## src/rtl/rep_seq_checker.sv

```systemverilog
// ---------------------------------------------------------------------------
// rep_seq_checker
//   Multi-channel runtime monitor for "a ##1 b[*MIN_REP:MAX_REP] ##1 c".
//   Every cycle with a (and en) high opens a new, independent attempt; the
//   attempts of one channel may overlap. Results are registered one-cycle
//   pulses plus a saturating per-channel fail counter.
//
//   clk    clock, all state on posedge
//   rst_n  asynchronous active-low reset, drops all attempts silently
//   bus    rep_seq_checker_if.slave (en, cnt_clr, a, b, c -> pass, fail,
//          busy, fail_cnt)
//
//   Legal parameters: 0 <= MIN_REP <= MAX_REP <= 15, CNT_W >= 1.
// ---------------------------------------------------------------------------

// One channel of the checker.
//   en, cnt_clr, a, b, c  sampled terms
//   pass, fail, busy      registered status
//   fail_cnt              saturating count of failed attempts
module rep_seq_lane #(
    parameter int MIN_REP = 0,
    parameter int MAX_REP = 2,
    parameter int CNT_W   = 8
) (
    input  logic             clk,
    input  logic             rst_n,
    input  logic             en,
    input  logic             cnt_clr,
    input  logic             a,
    input  logic             b,
    input  logic             c,
    output logic             pass,
    output logic             fail,
    output logic             busy,
    output logic [CNT_W-1:0] fail_cnt
);
    // Up to MAX_REP+1 <= 16 attempts can fail on one edge.
    localparam int NW = 5;
    localparam logic [CNT_W+NW-1:0] SAT = {{NW{1'b0}}, {CNT_W{1'b1}}};

    // live[j]: the attempt that has seen exactly j consecutive b cycles.
    // Attempts with the same j would be indistinguishable from here on,
    // so one bit per rep count is enough to track every overlap.
    logic [MAX_REP:0] live;
    logic [MAX_REP:0] nxt_live;
    logic [MAX_REP:0] match_v;
    logic [MAX_REP:0] fail_v;
    logic [NW-1:0]    nfail;
    logic [CNT_W+NW-1:0] sum;

    for (genvar j = 0; j <= MAX_REP; j++) begin : g_slot
        localparam bit CAN_END = (j >= MIN_REP);
        localparam bit CAN_EXT = (j < MAX_REP);

        // c wins over b (first match): a slot that may end and sees c
        // retires as a pass even if b is also high.
        assign match_v[j] = live[j] & c & CAN_END;
        assign fail_v[j]  = live[j] & ~(c & CAN_END) & ~(b & CAN_EXT);

        if (j == 0) begin : g_start
            assign nxt_live[0] = a;
        end else begin : g_ext
            localparam bit PREV_END = ((j - 1) >= MIN_REP);
            // Slot j-1 always has room to extend into slot j.
            assign nxt_live[j] = live[j-1] & ~(c & PREV_END) & b;
        end
    end

    always_comb begin
        nfail = '0;
        for (int j = 0; j <= MAX_REP; j++) begin
            nfail = nfail + {{(NW-1){1'b0}}, fail_v[j]};
        end
    end

    assign sum = {{NW{1'b0}}, fail_cnt} + {{CNT_W{1'b0}}, nfail};

    always_ff @(posedge clk or negedge rst_n) begin
        if (!rst_n) begin
            live     <= '0;
            pass     <= 1'b0;
            fail     <= 1'b0;
            busy     <= 1'b0;
            fail_cnt <= '0;
        end else begin
            if (en) begin
                live <= nxt_live;
                pass <= |match_v;
                fail <= |fail_v;
                busy <= |nxt_live;
            end else begin
                // Disabled channel drops its attempts without judging them.
                live <= '0;
                pass <= 1'b0;
                fail <= 1'b0;
                busy <= 1'b0;
            end

            // Clear beats any failures on the same edge.
            if (cnt_clr) begin
                fail_cnt <= '0;
            end else if (en) begin
                fail_cnt <= (sum > SAT) ? {CNT_W{1'b1}} : sum[CNT_W-1:0];
            end
        end
    end
endmodule

```

## config.mk

```make
export PLATFORM = sky130hd
export DESIGN_NAME = rep_seq_lane
export DESIGN_NICKNAME = d
export VERILOG_FILES = /design/src/rtl/rep_seq_checker.sv
export SDC_FILE = /design/constraint.sdc
export NUM_CORES = 1
export LEC_CHECK = 0
export CORE_MARGIN = 2
export CORE_UTILIZATION = 43
export DETAILED_ROUTE_END_ITERATION = 12
export GPL_TIMING_DRIVEN = 0
export PLACE_DENSITY = 0.73
export SYNTH_ARGS = -nofsm -noshare
export SYNTH_HDL_FRONTEND = slang
export SYNTH_SLANG_ARGS = --single-unit
export TNS_END_PERCENT = 30
```

## constraint.sdc

```tcl
create_clock -name clk -period 2.35 [get_ports clk]
set_input_delay 0.3525 -clock clk [delete_from_list [all_inputs] [get_ports clk]]
set_output_delay 0.3525 -clock clk [all_outputs]
set_load 0.05 [all_outputs]
```

== After elaboration in Yosys (flattened, before gate mapping) ==
Cells that the tools add are included.
Storage, ports and cells
  word-level logic and storage cells: 32
  RAM bits: 0
  latch bits: 0
  memory bits (read-only): 0
  memories kept: 0
  input bits: 7
  flip-flop bits (word level): 14
Cells by class
  mux-type cells: 7
  reductions and logical operators: 4
  multiply operators: 0
  $add $sub $neg: 3
  divide/modulo/power cells: 0
  shifts and indexed selects: 0
  bitwise operators: 12
  magnitude comparators: 1
  equal/unequal tests: 0
Operators with widths (count)
  $mux W8: 3
  $and A1 B1 Y1: 10
  $add A8 B3 Y9: 1
  $gt A9 B8 Y1 const B: 1
  $reduce_or A3 Y1: 3
  $add A2 B1 Y3: 1
  $mux W1: 3
  $mux W3: 1
  $add A1 B1 Y2: 1
  $not A1 Y1: 2
  $reduce_bool A2 Y1: 1

== Longest topological paths before layout ==
Gate-level depths: netlist of the first run.
  depth after elaboration: 10
  mapped depth: 9

== Least setup slack after synthesis of the first run ==
OpenSTA, ideal clock, no wires.
  path type: flip-flop to flip-flop
  start point: register fail_cnt[0]
  end point: register fail_cnt[1]
  required time: 2.254 ns
  data arrival time: 2.431 ns
  period minus slack after synthesis: 2.526 ns
  stages on the path, launching flop included: 8
  slack: -0.176 ns
  path buffers: 0
  setup time: 0.096 ns
  cell sequence: dfrtp_1 -> fa_1 -> ha_1 -> inv_1 -> fa_1 -> and4b_4 -> nand2_2 -> a311oi_2
Between the ends
  word-level cells in the longest chain between the ends: 5
RTL lines
  start: declaration: line 35  | output logic [CNT_W-1:0] fail_cnt
  start signal: assignment: line 103  | fail_cnt <= (sum > SAT) ? {CNT_W{1'b1}} : sum[CNT_W-1:0];
  $add A8 B3 Y9 (*): line 76  | assign sum = {{NW{1'b0}}, fail_cnt} + {{CNT_W{1'b0}}, nfail};
  $gt A9 B8 Y1: line 103
  $mux W8 (*): line 103
  $mux W8 (*): line 102  | end else if (en) begin
  $mux W8 (*): line 100  | if (cnt_clr) begin
Every way passes the cells marked *; elsewhere a longest branch is shown, timed or not. The select of a mux whose other input is x is not followed.
A chain may end at the register's enable or synchronous reset.

== Worst setup path in the final report of the first run ==
  start point: register live[0]
  end point: register fail_cnt[3]
Between the ends
  word-level cells in the longest chain between the ends: 9
RTL lines
  start: declaration: line 44  | logic [MAX_REP:0] live;
  start signal: assignment: line 87  | live <= nxt_live;
  $and A1 B1 Y1 (*) (2 in series): line 58  | assign fail_v[j] = live[j] & ~(c & CAN_END) & ~(b & CAN_EXT);
  $add A1 B1 Y2 (*): line 72  | nfail = nfail + {{(NW-1){1'b0}}, fail_v[j]};
  $add A2 B1 Y3 (*): line 72
  $add A8 B3 Y9 (*): line 76
  $gt A9 B8 Y1: line 103
  $mux W8 (*): line 103
  $mux W8 (*): line 102
  $mux W8 (*): line 100
Marks and branches as above.

==> impl_metrics.py, run 1 <==
metrics = {
    "outcome": {
        "status": "finished, violations left",
        "violations": "setup timing",
    },
    "die": {
        "coreArea_um2": 1708,
        "placementRows": 15,
        "io_pins": 18,
        "fp.dieH_um": 46.17,
        "die_w_um": 46.17,
        "die_area_um2": 2131,
        "start_util_pct": 44.76,
    },
    "global_routing": {
        "grt_max_degree": 15,
        "antenna_found_initial": 0,
        "grt_pass1_wl_um": 2628,
        "overflow": 0,
        "grt_pass1_vias": 606,
        "track_usage_pct": 17.00,
    },
    "sta": {
        "setup_viol": 5,
        "skew_ns": 0.003616,
        "hold_violations": 0,
        "fin_crit_sh_pct": 102.4,
        "rsz0062_at_grt": "yes",
        "worst_slack_ns": -0.05649,
        "fmax_ghz": 0.4155,
        "relSlewSlack_pct": 56.87,
        "drv_slew": 0,
        "period_minus_slack_ns": 2.406,
        "worstMarginPinSlew_ns": 0.6449,
    },
    "run": {
        "drv_cap": 0,
    },
    "logic_synthesis": {
        "synthMostInstantiatedCell": "dfrtp_1",
        "synth_common_cells": "dfrtp_1 (14), nor2_1 (7), inv_1 (4)",
        "avgSynthCellArea_um2": 11.41,
        "synth_flop_cell": "dfrtp_1",
        "synth_area_leaders": "dfrtp_1 (46%), a311oi_2 (5.9%), fa_1 (5.2%)",
        "synth_top_cell_area_share_pct": 45.83,
        "ys_ff_latch": 14,
        "synth.distinct_cells": 34,
        "yosysSeqAreaShare_pct": 45.83,
        "syn_nets": 78,
        "netlist_area_um2": 764.5,
        "ys_warn_count": 0,
        "synthesis.instances": 67,
        "async_flop_share_pct": 100.0,
        "yosysTopAreaCell": "dfrtp_1",
        "synth_edf_count": 0,
    },
    "power": {
        "power_mw": 0.4589,
        "p_per_area_nw_per_um2": 432.0,
        "p_sw_mw": 0.1219,
        "p_int_mw": 0.3369,
        "p_seq_share_pct": 54.6,
        "p_leak_nw": 0.4632,
        "swShare_pct": 26.58,
        "ir_drop_uv": 247.6,
        "p_comb_share_pct": 14.1,
        "clkPwrFrac_pct": 31.3,
    },
    "setup_path": {
        "end_kind": "register",
        "rrSetupSlack_ns": -0.06,
        "start_kind": "register",
        "critPathMaxFanout": 4,
        "critPathArrivalTime_ns": 2.60,
        "required_ns": 2.54,
        "critPathKind": "reg -> reg",
    },
    "placed_design": {
        "place_area_um2": 959.7,
        "routabilityCongestion": 0.7373,
        "dp_hpwl_um": 1130,
        "port_buffers": 16,
    },
    "clocking": {
        "path_clk_slew_ns": 0.09,
        "cts.sinks": 14,
        "cts-root-buf": "clkbuf_4",
        "cts_max_path_buffers": 2,
        "cts_tree": "done",
        "clkLatencyLatePin_ns": 0.28,
        "htreeDepth": 1,
        "cts_buffers": 3,
        "holdBufCountCts": 0,
    },
    "drt": {
        "drc": 0,
        "first_pass_iters": 4,
        "initialDrtViolationCount": 10,
        "wl_per_cell_um": 13.75,
        "detail-route-antenna-nets": 0,
        "drt-total-wl_um": 1609,
        "vias": 632,
        "vias_per_cell": 5.402,
    },
    "finish": {
        "final_area_um2": 1062,
        "syn_to_final_growth_pct": 38.95,
        "diodes": 0,
        "fin_nets": 104,
        "drive_above_1_share_pct": 32.61,
    },
    "min_path": {
        "hp-class": "in -> reg",
    },
}
==> metal layers <==
layer	global-route usage, %	share of wire, %	routed length (µm)	vias up
met1	23.66	45	730	311
met3	3.529	4.8	78	2
met4	5.143	0.50	8	0
met2	26.39	49	792	18
li1	-	-	-	301
met5	0	0	0	-
==> repair_timing <==
item | 4_1_cts | 5_1_grt
setup endpoints to repair | 8 | 7
buffers inserted | 3 | 2
gates resized for setup | 13 | 2
pin swaps | 6 | 1
==> through the flow <==
| stage | hold WS [ns] | setup slack [ns] | setup TNS (ns) | util [%] | cells |
|---|---|---|---|---|---|
| detailed placement | 0.5178 | -0.6674 | -4.514 | 56.19 | 108 |
| global placement | 0.5150 | -0.6335 | -4.258 | 56.19 | 108 |
| CTS | 0.4872 | -0.09518 | -0.4409 | 61.32 | 115 |
| finish | 0.3459 | -0.05649 | -0.1917 | 62.20 | 117 |
| floorplan | 0.05691 | 0.02098 | 0 | - | 67 |
| global route | 0.3539 | -0.1560 | -0.8569 | 62.20 | 117 |
==> critical path, cell delays in order (launching register included) <==
cell	delay [ns]
dfrtp_1	0.42
nand2b_4	0.10
nor2_4	0.04
fa_1	0.51
ha_2	0.19
inv_2	0.04
fa_2	0.35
and4b_4	0.38
nand2_4	0.07
a311oi_2	0.22
==> logic make-up (layout without fill, tap and decap cells) <==
family / after synthesis / in the layout / synth area share [%]
compound gates: 17 / 17 / 20.46
fa+ha+maj: 4 / 4 / 8.510
simple gates: 26 / 26 / 22.10
flops: 14 / 14 / 45.83
buf+inv: 6 / 31 / 3.108
==> cell type report <==
| type | count | area, µm² |
|---|---|---|
| Fill cell | 147 | 645.6 |
| Multi-Input combinational cell | 47 | 437.9 |
| Sequential cell | 14 | 351.6 |
| Timing Repair Buffer | 21 | 191.4 |
| Tap cell | 25 | 31.28 |
| Clock buffer | 4 | 26.28 |
| Inverter | 4 | 15.01 |
| Buffer | 2 | 8.758 |
==> worst paths after layout <==
kind | start | cells after the start | endpoint
max in group asynchronous | rst_n | 1 | fail_cnt[0]
worst max register to register | live[0] | 9 | fail_cnt[3]
worst max-delay path | live[0] | 9 | fail_cnt[3]
min in group asynchronous | rst_n | 1 | fail
worst min-delay path | c | 2 | pass
worst min register to register | live[1] | 1 | pass
==> cell usage in the layout (no fill, tap or decap), drive strengths merged, types with 2 or more instances in the layout <==
master	n
and3	3
nor3	2
a211oi	3
clkbuf	5
inv	4
nand2b	2
a311oi	3
and2	2
nor2	7
fa	2
a31oi	3
nand2	3
dfrtp	14
clkdlybuf4s50	14
buf	7
a21oi	2
ha	2
==> flip-flops by register name (all words and copies together) (netlist names) <==
signal    flops
fail_cnt      8
fail          1
busy          1
live          3
pass          1
==> power groups by stage <==
stage	combinational (mW)	clock, mW	sequential [mW]
3_3_place_gp	0.0602	0	0.255
6_report	0.0647	0.144	0.251
5_1_grt	0.0700	0.151	0.252
4_1_cts	0.0638	0.146	0.251
3_5_place_dp	0.0607	0	0.255
2_1_floorplan	0.0183	0	0.269
(Power assumes the default switching activity.)
==> inputs of run 2 (changes only) <==
--- a/config.mk
+++ b/config.mk
@@ -9,7 +9,8 @@
 export CORE_UTILIZATION = 43
 export DETAILED_ROUTE_END_ITERATION = 12
 export GPL_TIMING_DRIVEN = 0
-export PLACE_DENSITY = 0.73
+export PLACE_DENSITY_LB_ADDON = 0.2
+export SKIP_CTS_REPAIR_TIMING = 1
 export SYNTH_ARGS = -nofsm -noshare
 export SYNTH_HDL_FRONTEND = slang
 export SYNTH_SLANG_ARGS = --single-unit
==> constraint.sdc (replaced) <==
create_clock -name clk -period 2.35 [get_ports clk]
set_input_delay 0.235 -clock clk [delete_from_list [all_inputs] [get_ports clk]]
set_output_delay 0.235 -clock clk [all_outputs]
set_load 0.05 [all_outputs]
==> run 2 against run 1 <==
  * Clock power increased by 22%
  * The flow still finishes with violations (setup timing)
  * Worst hold slack got worse by 0.051 ns
  * Non-clock buffer count decreased by 2
  * Critical path depth decreased by 1
  * Critical path type unchanged
  * Largest power group unchanged
  * Clock skew about the same
==> impl_metrics.py, run 2 (synthesis results as in run 1) <==
metrics = {
    "sta": {
        "fmax_ghz": 0.3979,
        "hold_violations": 0,
        "drv_slew": 0,
        "worstMarginPinSlew_ns": 0.6495,
        "fin_crit_sh_pct": 106.9,
        "relSlewSlack_pct": 56.57,
        "skew_ns": 0.003401,
        "worst_slack_ns": -0.1632,
        "rsz0062_at_grt": "yes",
        "setup_viol": 6,
        "period_minus_slack_ns": 2.513,
    },
    "placed_design": {
        "place_area_um2": 959.7,
        "port_buffers": 16,
        "routabilityCongestion": 0.7292,
        "dp_hpwl_um": 1116,
    },
    "power": {
        "clkPwrFrac_pct": 35.9,
        "p_sw_mw": 0.1237,
        "p_comb_share_pct": 12.8,
        "p_per_area_nw_per_um2": 465.5,
        "p_seq_share_pct": 51.3,
        "p_int_mw": 0.3649,
        "p_leak_nw": 0.4668,
        "power_mw": 0.4887,
        "swShare_pct": 25.32,
        "ir_drop_uv": 359.1,
    },
    "setup_path": {
        "critPathArrivalTime_ns": 2.70,
        "start_kind": "register",
        "cpPeakStageDelay_ns": 0.56,
        "end_kind": "register",
        "critPathMaxFanout": 4,
        "critPathKind": "reg -> reg",
        "critical_path.cell_chain": "nor2b_4, fa_1, ha_2, inv_2, fa_2, and4b_4, nand2_4, a311oi_2",
        "reg2reg_from": "live[2]",
        "slowest_stage": "fa_1",
        "required_ns": 2.54,
        "critPathLaunch": "live[2]",
    },
    "finish": {
        "reg.largest.list": "fail_cnt: 8 flops, live: 3 flops",
        "drive_above_1_share_pct": 27.78,
        "largest_reg_flops": 8,
        "final-seq-area_um2": 351.6,
        "n_fill_cell": 136,
        "fin_nets": 102,
        "regMostFlops": "fail_cnt",
        "diodes": 0,
        "multi_input_area_um2": 421.7,
        "final_common_cell": "clkdlybuf4s50_1",
        "final_area_um2": 1050,
        "layout_common_cells": "clkdlybuf4s50_1 (15), dfrtp_1 (13), nor2_1 (7)",
        "syn_to_final_growth_pct": 37.32,
    },
    "drt": {
        "vias_per_cell": 5.417,
        "first_pass_iters": 2,
        "drc": 0,
        "wl_per_cell_um": 14.48,
        "drt-total-wl_um": 1665,
        "vias": 623,
        "detail-route-antenna-nets": 0,
        "initialDrtViolationCount": 8,
    },
    "die": {
        "placementRows": 15,
        "die_area_um2": 2131,
        "start_util_pct": 44.76,
        "die_w_um": 46.17,
        "fp.dieH_um": 46.17,
        "coreArea_um2": 1708,
        "io_pins": 18,
    },
    "global_routing": {
        "track_usage_pct": 17.30,
        "grt_pass1_vias": 561,
        "grt_pass1_wl_um": 2525,
        "overflow": 0,
        "grt_max_degree": 15,
        "antenna_found_initial": 0,
    },
    "outcome": {
        "violations": "setup timing",
        "status": "finished, violations left",
    },
    "min_path": {
        "hold_start": "c",
        "hp-class": "in -> reg",
    },
    "clocking": {
        "cts_max_path_buffers": 2,
        "cts_buffers": 3,
        "path_clk_slew_ns": 0.09,
        "cts_tree": "done",
        "cts.sinks": 14,
        "htreeDepth": 1,
        "clkLatencyLatePin_ns": 0.28,
        "cts-root-buf": "clkbuf_4",
    },
    "run": {
        "drv_cap": 0,
    },
}
## run 2: final timing paths
| check | to | depth (start not counted) | slack [ns] |
|---|---|---|---|
| max in group asynchronous | fail_cnt[0] | 1 | 1.55 |
| worst max-delay path | fail_cnt[3] | 8 | -0.16 |
| worst min-delay path | pass | 2 | 0.29 |
| worst max register to register | fail_cnt[3] | 8 | -0.16 |
| worst min register to register | pass | 1 | 0.53 |
| min in group asynchronous | live[2] | 1 | 0.35 |
## run 2: worst max-delay path: cells and delay by family (launching register included)
| family | cells | cell delay [ns] |
|---|---|---|
| buffers and inverters | 1 | 0.04 |
| AO/OA/AOI/OAI | 1 | 0.26 |
| AND/OR/NAND/NOR | 3 | 0.60 |
| adder cells (fa/ha/maj) | 3 | 1.13 |
| flip-flops | 1 | 0.39 |
## run 2: per-layer routing
metal / vias to the layer above / wire length [µm] / global-route usage [%]
li1: 294 / - / -
met1: 311 / 737 / 23.40
met2: 13 / 837 / 25.28
met3: 5 / 58 / 4.706
met4: 0 / 31 / 8.571
met5: - / 0 / 0
## run 2: power groups by stage
stage,combinational (mW),sequential (mW),clock (mW)
final,0.0625,0.251,0.175
after global routing,0.0677,0.251,0.191
after CTS,0.0616,0.250,0.178
after detailed placement,0.0612,0.255,0
after global placement,0.0603,0.255,0
after floorplan,0.0183,0.269,0
## run 2: area by class of cell
| class | count | share of cell area, % |
|---|---|---|
| Buffer | 2 | 0.8343 |
| Clock buffer | 4 | 3.456 |
| Inverter | 4 | 1.430 |
| Multi-Input combinational cell | 47 | 40.17 |
| Sequential cell | 14 | 33.49 |
| Tap cell | 25 | 2.980 |
| Timing Repair Buffer | 19 | 17.64 |
## run 2: per-stage QoR
| step | std cells | utilization [%] | hold WS [ns] | TNS, ns | setup WS [ns] |
|---|---|---|---|---|---|
| after detailed placement | 108 | 56.19 | 0.5115 | -3.833 | -0.5830 |
| after global placement | 108 | 56.19 | 0.5092 | -3.368 | -0.5213 |
| after global routing | 115 | 61.47 | 0.3085 | -0.9954 | -0.2339 |
| after floorplan | 67 | - | -0.06059 | 0 | 0.02098 |
| final | 115 | 61.47 | 0.2945 | -0.6097 | -0.1632 |
| after CTS | 112 | 58.32 | 0.3773 | -1.611 | -0.2995 |
